File: src/rtl/freqm_counter_if.sv
// freqm_counter_if: measurement and display bus of the frequency meter core
interface freqm_counter_if #(
    parameter int DIGITS = 4
);
    logic                  FX;
    logic [1:0]            RANGE;
    logic                  HOLD;
    logic [4*DIGITS-1:0]   Q;
    logic                  OVF;
    logic                  RDY;
    logic [DIGITS-1:0]     DSEL;
    logic [3:0]            DIG;
    modport master (output FX, RANGE, HOLD, input Q, OVF, RDY, DSEL, DIG);
    modport slave  (input FX, RANGE, HOLD, output Q, OVF, RDY, DSEL, DIG);
endinterface

File: src/rtl/freqm_counter.sv
// freqm_counter: multi-decade BCD frequency meter with gate FSM, latch and digit scan (FREQM_BLANK_EN adds leading-zero blanking)
module freqm_counter #(
    parameter int DIGITS   = 4,
    parameter int GATE_CYC = 1000,
    parameter int SCAN_DIV = 16
) (
    input  logic            CLK,
    input  logic            R0,
    freqm_counter_if.slave  bus
);
    localparam int W  = 4 * DIGITS;
    localparam int TW = $clog2(GATE_CYC * 100);
    localparam int DW = (SCAN_DIV > 1) ? $clog2(SCAN_DIV) : 1;
    localparam int IW = (DIGITS > 1) ? $clog2(DIGITS) : 1;
    localparam logic [1:0] S_GATE  = 2'd0;
    localparam logic [1:0] S_LATCH = 2'd1;
    localparam logic [1:0] S_CLEAR = 2'd2;

    logic [1:0]        r_sync;
    logic              r_fx_q;
    logic [1:0]        r_state;
    logic [TW-1:0]     r_timer;
    logic [W-1:0]      r_cnt;
    logic              r_ovf;
    logic [W-1:0]      r_q;
    logic              r_ovf_q;
    logic              r_rdy;
    logic [DW-1:0]     r_div;
    logic [IW-1:0]     r_idx;
    logic [DIGITS-1:0] r_dsel;
    logic              w_edge;
    logic              w_carry;
    logic [W-1:0]      w_cnt_nxt;
    logic [TW-1:0]     w_gm1;
    logic              w_tc;
    logic [IW-1:0]     w_idx_nxt;
    logic [3:0]        w_dig_raw;

    assign w_edge = r_sync[1] & ~r_fx_q & (r_state == S_GATE);
    assign w_gm1  = (bus.RANGE == 2'd0) ? TW'(GATE_CYC - 1) :
                    (bus.RANGE == 2'd1) ? TW'(GATE_CYC * 10 - 1) : TW'(GATE_CYC * 100 - 1);

    // two-stage synchronizer plus previous-value register for rising-edge detection
    always_ff @(posedge CLK or posedge R0) begin
        if (R0) begin
            r_sync <= 2'b00;
            r_fx_q <= 1'b0;
        end else begin
            r_sync <= {r_sync[0], bus.FX};
            r_fx_q <= r_sync[1];
        end
    end

    // cascaded BCD increment; w_carry ends up set only when every decade is 9
    always_comb begin
        w_cnt_nxt = r_cnt;
        w_carry   = 1'b1;
        for (int k = 0; k < DIGITS; k++) begin
            if (w_carry)
                w_cnt_nxt[4*k +: 4] = (r_cnt[4*k +: 4] == 4'd9) ? 4'd0 : r_cnt[4*k +: 4] + 4'd1;
            w_carry = w_carry & (r_cnt[4*k +: 4] == 4'd9);
        end
    end

    // gate / latch / clear sequencer with saturating counter and result register
    always_ff @(posedge CLK or posedge R0) begin
        if (R0) begin
            r_state <= S_CLEAR;
            r_timer <= '0;
            r_cnt   <= '0;
            r_ovf   <= 1'b0;
            r_q     <= '0;
            r_ovf_q <= 1'b0;
            r_rdy   <= 1'b0;
        end else begin
            r_rdy <= 1'b0;
            case (r_state)
                S_GATE: begin
                    if (w_edge) begin
                        if (w_carry) r_ovf <= 1'b1;
                        else r_cnt <= w_cnt_nxt;
                    end
                    if (r_timer == '0) r_state <= S_LATCH;
                    else r_timer <= r_timer - TW'(1);
                end
                S_LATCH: begin
                    if (!bus.HOLD) begin
                        r_q     <= r_cnt;
                        r_ovf_q <= r_ovf;
                        r_rdy   <= 1'b1;
                    end
                    r_state <= S_CLEAR;
                end
                default: begin
                    r_cnt   <= '0;
                    r_ovf   <= 1'b0;
                    r_timer <= w_gm1;
                    r_state <= S_GATE;
                end
            endcase
        end
    end

    assign w_tc      = (r_div == DW'(SCAN_DIV - 1));
    assign w_idx_nxt = (r_idx == IW'(DIGITS - 1)) ? '0 : r_idx + IW'(1);

    // scan divider advancing the digit index and the active-low select
    always_ff @(posedge CLK or posedge R0) begin
        if (R0) begin
            r_div  <= '0;
            r_idx  <= '0;
            r_dsel <= ~DIGITS'(1);
        end else if (w_tc) begin
            r_div  <= '0;
            r_idx  <= w_idx_nxt;
            r_dsel <= ~(DIGITS'(1) << w_idx_nxt);
        end else begin
            r_div <= r_div + DW'(1);
        end
    end

    assign w_dig_raw = r_q[{r_idx, 2'b00} +: 4];
`ifdef FREQM_BLANK_EN
    logic w_hi_zero;
    assign w_hi_zero = (r_q >> {r_idx, 2'b00}) == '0;
    assign bus.DIG   = (r_idx != '0 && !r_ovf_q && w_hi_zero) ? 4'hF : w_dig_raw;
`else
    assign bus.DIG   = w_dig_raw;
`endif
    assign bus.Q    = r_q;
    assign bus.OVF  = r_ovf_q;
    assign bus.RDY  = r_rdy;
    assign bus.DSEL = r_dsel;
endmodule

File: src/flat_wrapper.sv
// flat-port wrapper written by rule: the top's interface ports become plain ports
module freqm_counter_flat 
#(
    parameter int DIGITS   = 4,
    parameter int GATE_CYC = 1000,
    parameter int SCAN_DIV = 16
)
  (CLK, R0, bus_FX, bus_RANGE, bus_HOLD, bus_Q, bus_OVF, bus_RDY, bus_DSEL, bus_DIG);
  freqm_counter_if #(.DIGITS(DIGITS)) bus_i ();
  input  logic CLK;
  input  logic R0;
  input wire logic [$bits(bus_i.FX)-1:0] bus_FX;
  input wire logic [$bits(bus_i.RANGE)-1:0] bus_RANGE;
  input wire logic [$bits(bus_i.HOLD)-1:0] bus_HOLD;
  output wire logic [$bits(bus_i.Q)-1:0] bus_Q;
  output wire logic [$bits(bus_i.OVF)-1:0] bus_OVF;
  output wire logic [$bits(bus_i.RDY)-1:0] bus_RDY;
  output wire logic [$bits(bus_i.DSEL)-1:0] bus_DSEL;
  output wire logic [$bits(bus_i.DIG)-1:0] bus_DIG;
  assign bus_i.FX = bus_FX;
  assign bus_i.RANGE = bus_RANGE;
  assign bus_i.HOLD = bus_HOLD;
  assign bus_Q = bus_i.Q;
  assign bus_OVF = bus_i.OVF;
  assign bus_RDY = bus_i.RDY;
  assign bus_DSEL = bus_i.DSEL;
  assign bus_DIG = bus_i.DIG;
  freqm_counter #(.DIGITS(DIGITS), .GATE_CYC(GATE_CYC), .SCAN_DIV(SCAN_DIV)) u_core (.CLK(CLK), .R0(R0), .bus(bus_i));
endmodule
File: config.mk
export PLATFORM = sky130hd
export DESIGN_NAME = freqm_counter_flat
export DESIGN_NICKNAME = d
export VERILOG_FILES = /design/src/rtl/freqm_counter_if.sv /design/src/rtl/freqm_counter.sv /design/src/flat_wrapper.sv
export SDC_FILE = /design/constraint.sdc
export NUM_CORES = 1
export LEC_CHECK = 0
export CAP_MARGIN = 20
export CORE_ASPECT_RATIO = 1.2
export CORE_MARGIN = 2
export CORE_UTILIZATION = 60
export CTS_BUF_LIST = sky130_fd_sc_hd__clkbuf_16
export CTS_CLUSTER_SIZE = 8
export DETAILED_ROUTE_END_ITERATION = 8
export DONT_BUFFER_PORTS = 1
export PLACE_DENSITY = 0.8
export RECOVER_POWER = 50
export SETUP_SLACK_MARGIN = 0.5
export SLEW_MARGIN = 10
export SYNTH_ARGS = -nofsm -noshare
export SYNTH_HDL_FRONTEND = slang
export SYNTH_SLANG_ARGS = --single-unit
File: constraint.sdc
create_clock -name CLK -period 2.9 [get_ports CLK]
set_clock_uncertainty 0.15 [all_clocks]
set_input_delay 0.435 -clock CLK [delete_from_list [all_inputs] [get_ports CLK]]
set_output_delay 0.435 -clock CLK [all_outputs]
set_load 0.03 [all_outputs]
==> metrics <==
Startpoint Class=flop; area of the core=5334 µm²; Port-buffer cells=0; Worst Hold Class=in -> reg; HPWL Detailed=4714 µm; unrepaired setup endpoints after global routing=false; Hold Slack=0.07274 ns; start of the worst register-to-register path=u_core.r_timer[0]; initial DRC count=126; failing checks=capacitance limit, slew limit; cell area after layout=3772 µm²; Bufs and invs on worst path=1; CTS buffer count=9; FF-to-FF path depth=7; Sw Share=23.05%; setup violators final=0; Psw=0.5066 mW; worst r2r dst=u_core.r_timer[9]; grt total ovfl=0; Final Hold Fails=0; max-slew violations=68; worst path required time=2.94 ns; DR vias/cell=6.235; FF+latch area=1682 µm²; Pint=1.691 mW; DIE AREA=6207 µm²; ys async rst share=100.0%; pre-CTS setup slack=0.4801 ns; crit share post-route=79.71%; starting density of the core=62.89%; initial antenna violation count=0; CP Max Fanout=5; first-pass GRT wire length=11,330 µm; share of power burned in registers=46.5%; final cell count without fillers=379; Cell variety after synth=56; Tot Pwr=2.198 mW; final worst slack=0.5883 ns; pin count of the biggest net entering global routing=68; fmax=0.4326 GHz; Cells after DPL=359; fraction of layout cells with a size suffix above 1=20.19%; # IOs=32; drt first pass iters=4; drt drc=0; post-synthesis cell count=299; critical path's slowest cell=or3b_4; number of global-route vias before repair=2,501; die width=72.26 µm; clock root buffer=clkbuf_16; Clk Latency, worst-skew pair=0.32 ns; register area share after synthesis=50.13%; Final Core Density=70.72%; final wirelength=6831 µm; synthesized flop and latch total=67; H-tree depth=3; GR Util All Layers=23.74%; GP Congestion=0.9381; commonest non-fill, non-tap cell in the layout=dfrtp_1; Worst-Margin Slew=1.621 ns; critical-path cell list=inv_1 -> ha_1 -> or3b_4 -> or3_4 -> o21ai_4 -> nor4_1 -> or3_1; Setup TNS=0 ns; CTS tree=yes; Top delay family on crit path=simple AND/OR/NAND/NOR gates; max cap viols=1; EDFF count, synth=0; Leak=1.683 nW; Max Root-Sink Buffers=2; Crit Path Class=reg -> reg; multi-input logic area=1582 µm²; CTS sink cnt=67; fin nets=332; fill cell count=385; relative slew slack=-8.079%; most frequent cells in the layout=dfrtp_1 (63), nand2_1 (24), nor2_1 (19), mux2_2 (19), ha_1 (14); Antenna Nets Post-Route=0; synthesized area=3354 µm²; clock-pin slew on the worst setup and hold paths=0.06 ns; min cycle time layout=2.312 ns; worst vdd ir=0.3106 mV; Logic pwr share=5.0%; critical path endpoint category=flop; outcome=finished, violations left; # rows=29; clock group share of total power=48.6%; pwr dens=582.7 nW/µm²; CP peak stage delay=0.42 ns; via count=2,363; Layout area overhead=12.46%; reg-to-reg setup timing slack=0.59 ns; Placed Area=3448 µm²; DIE HEIGHT=85.91 µm; top_reg_cell synth=dfrtp_1; yosys warns=0; Critical Path Sink=u_core.r_timer[9]; instance count on the critical path=7; Net Count, Synth=319; CP startpoint=u_core.r_timer[0]; Worst EP arrival=2.36 ns; Mapped Avg Cell Area=11.22 µm²; Avg WL per Cell=18.02 µm; ANT cells=0
-- kinds of logic after synthesis --
logic type | Yosys count | synth area share (%)
muxes | 25 | 9.661
AOI/OAI and AO/OA | 57 | 11.94
xor gates and xnor gates | 12 | 3.133
buffers and inverters | 23 | 2.909
and+or+nand+nor | 101 | 17.01
DFF | 67 | 50.13
adders and majority gates | 14 | 5.222
-- routing by layer --
metal | wire (µm) | vias up | track usage (%) | part of all wire [%]
met5 | 0 | - | 0 | 0
met3 | 215 | 13 | 4.348 | 3.1
met2 | 3630 | 60 | 42.87 | 53
met1 | 2844 | 1163 | 27.09 | 42
met4 | 140 | 0 | 10.12 | 2.0
li1 | - | 1127 | - | -
-- registers in the layout, indices dropped and copies added, names as in the netlist, 2 cells and up --
name	cells
u_core.bus.DSEL	4
u_core.bus.Q	16
u_core.r_cnt	16
u_core.r_div	4
u_core.r_idx	2
u_core.r_state	2
u_core.r_sync	2
u_core.r_timer	17
-- power groups by stage --
| stage | logic, mW | registers (mW) | clock network, mW |
|---|---|---|---|
| floorplan | 0.0890 | 1.02 | 0 |
| global placement | 0.106 | 1.03 | 0 |
| detailed placement | 0.111 | 1.04 | 0 |
| CTS | 0.115 | 1.02 | 1.08 |
| global route | 0.131 | 1.03 | 1.13 |
| finish | 0.109 | 1.02 | 1.07 |
-- cell type report --
| cell class | count | area share [%] |
|---|---|---|
| sequential | 67 | 44.58 |
| clock buffer | 9 | 5.970 |
| clock inverter | 7 | 2.023 |
| tap | 62 | 2.056 |
| timing repair buffer | 10 | 1.957 |
| inverter | 15 | 1.493 |
| multi-input combinational | 209 | 41.92 |
-- what timing repair did --
action | CTS | global route
gates resized for setup | 1 | 1
cloned | 0 | 0
endpoints found under the hold margin | 64 | 0
hold buffers | 2 | 0
setup endpoints to repair | 1 | 4
setup buffers | 0 | 2
-- synth_stat cells (all sizes together) (5+ instances only) --
cell | number | area share [%]
a21oi | 11 | 1.6
clkbuf | 7 | 1.1
dfrtp | 63 | 47
ha | 14 | 5.2
inv | 14 | 1.6
mux2 | 19 | 6.4
nand2 | 24 | 2.7
nand3 | 7 | 1.0
nand3b | 5 | 1.1
nand4 | 5 | 0.93
nor2 | 19 | 2.1
nor3 | 12 | 2.1
nor4 | 8 | 1.9
o21ai | 13 | 2.3
xnor2 | 5 | 1.3
xor2 | 7 | 1.8
-- worst min path at each step --
stage	to	cells past startpoint	startpoint	slack, ns
floorplan	u_core.r_sync[1]	0	u_core.r_sync[0]	0.18
global placement	u_core.r_sync[1]	0	u_core.r_sync[0]	0.19
detailed placement	u_core.r_sync[1]	0	u_core.r_sync[0]	0.20
CTS	u_core.r_timer[5]	1	bus_RANGE[0]	0.07
global route	u_core.r_timer[5]	1	bus_RANGE[0]	0.07
finish	u_core.r_timer[5]	1	bus_RANGE[0]	0.07
No activity file was read; power rests on OpenSTA's default activity.
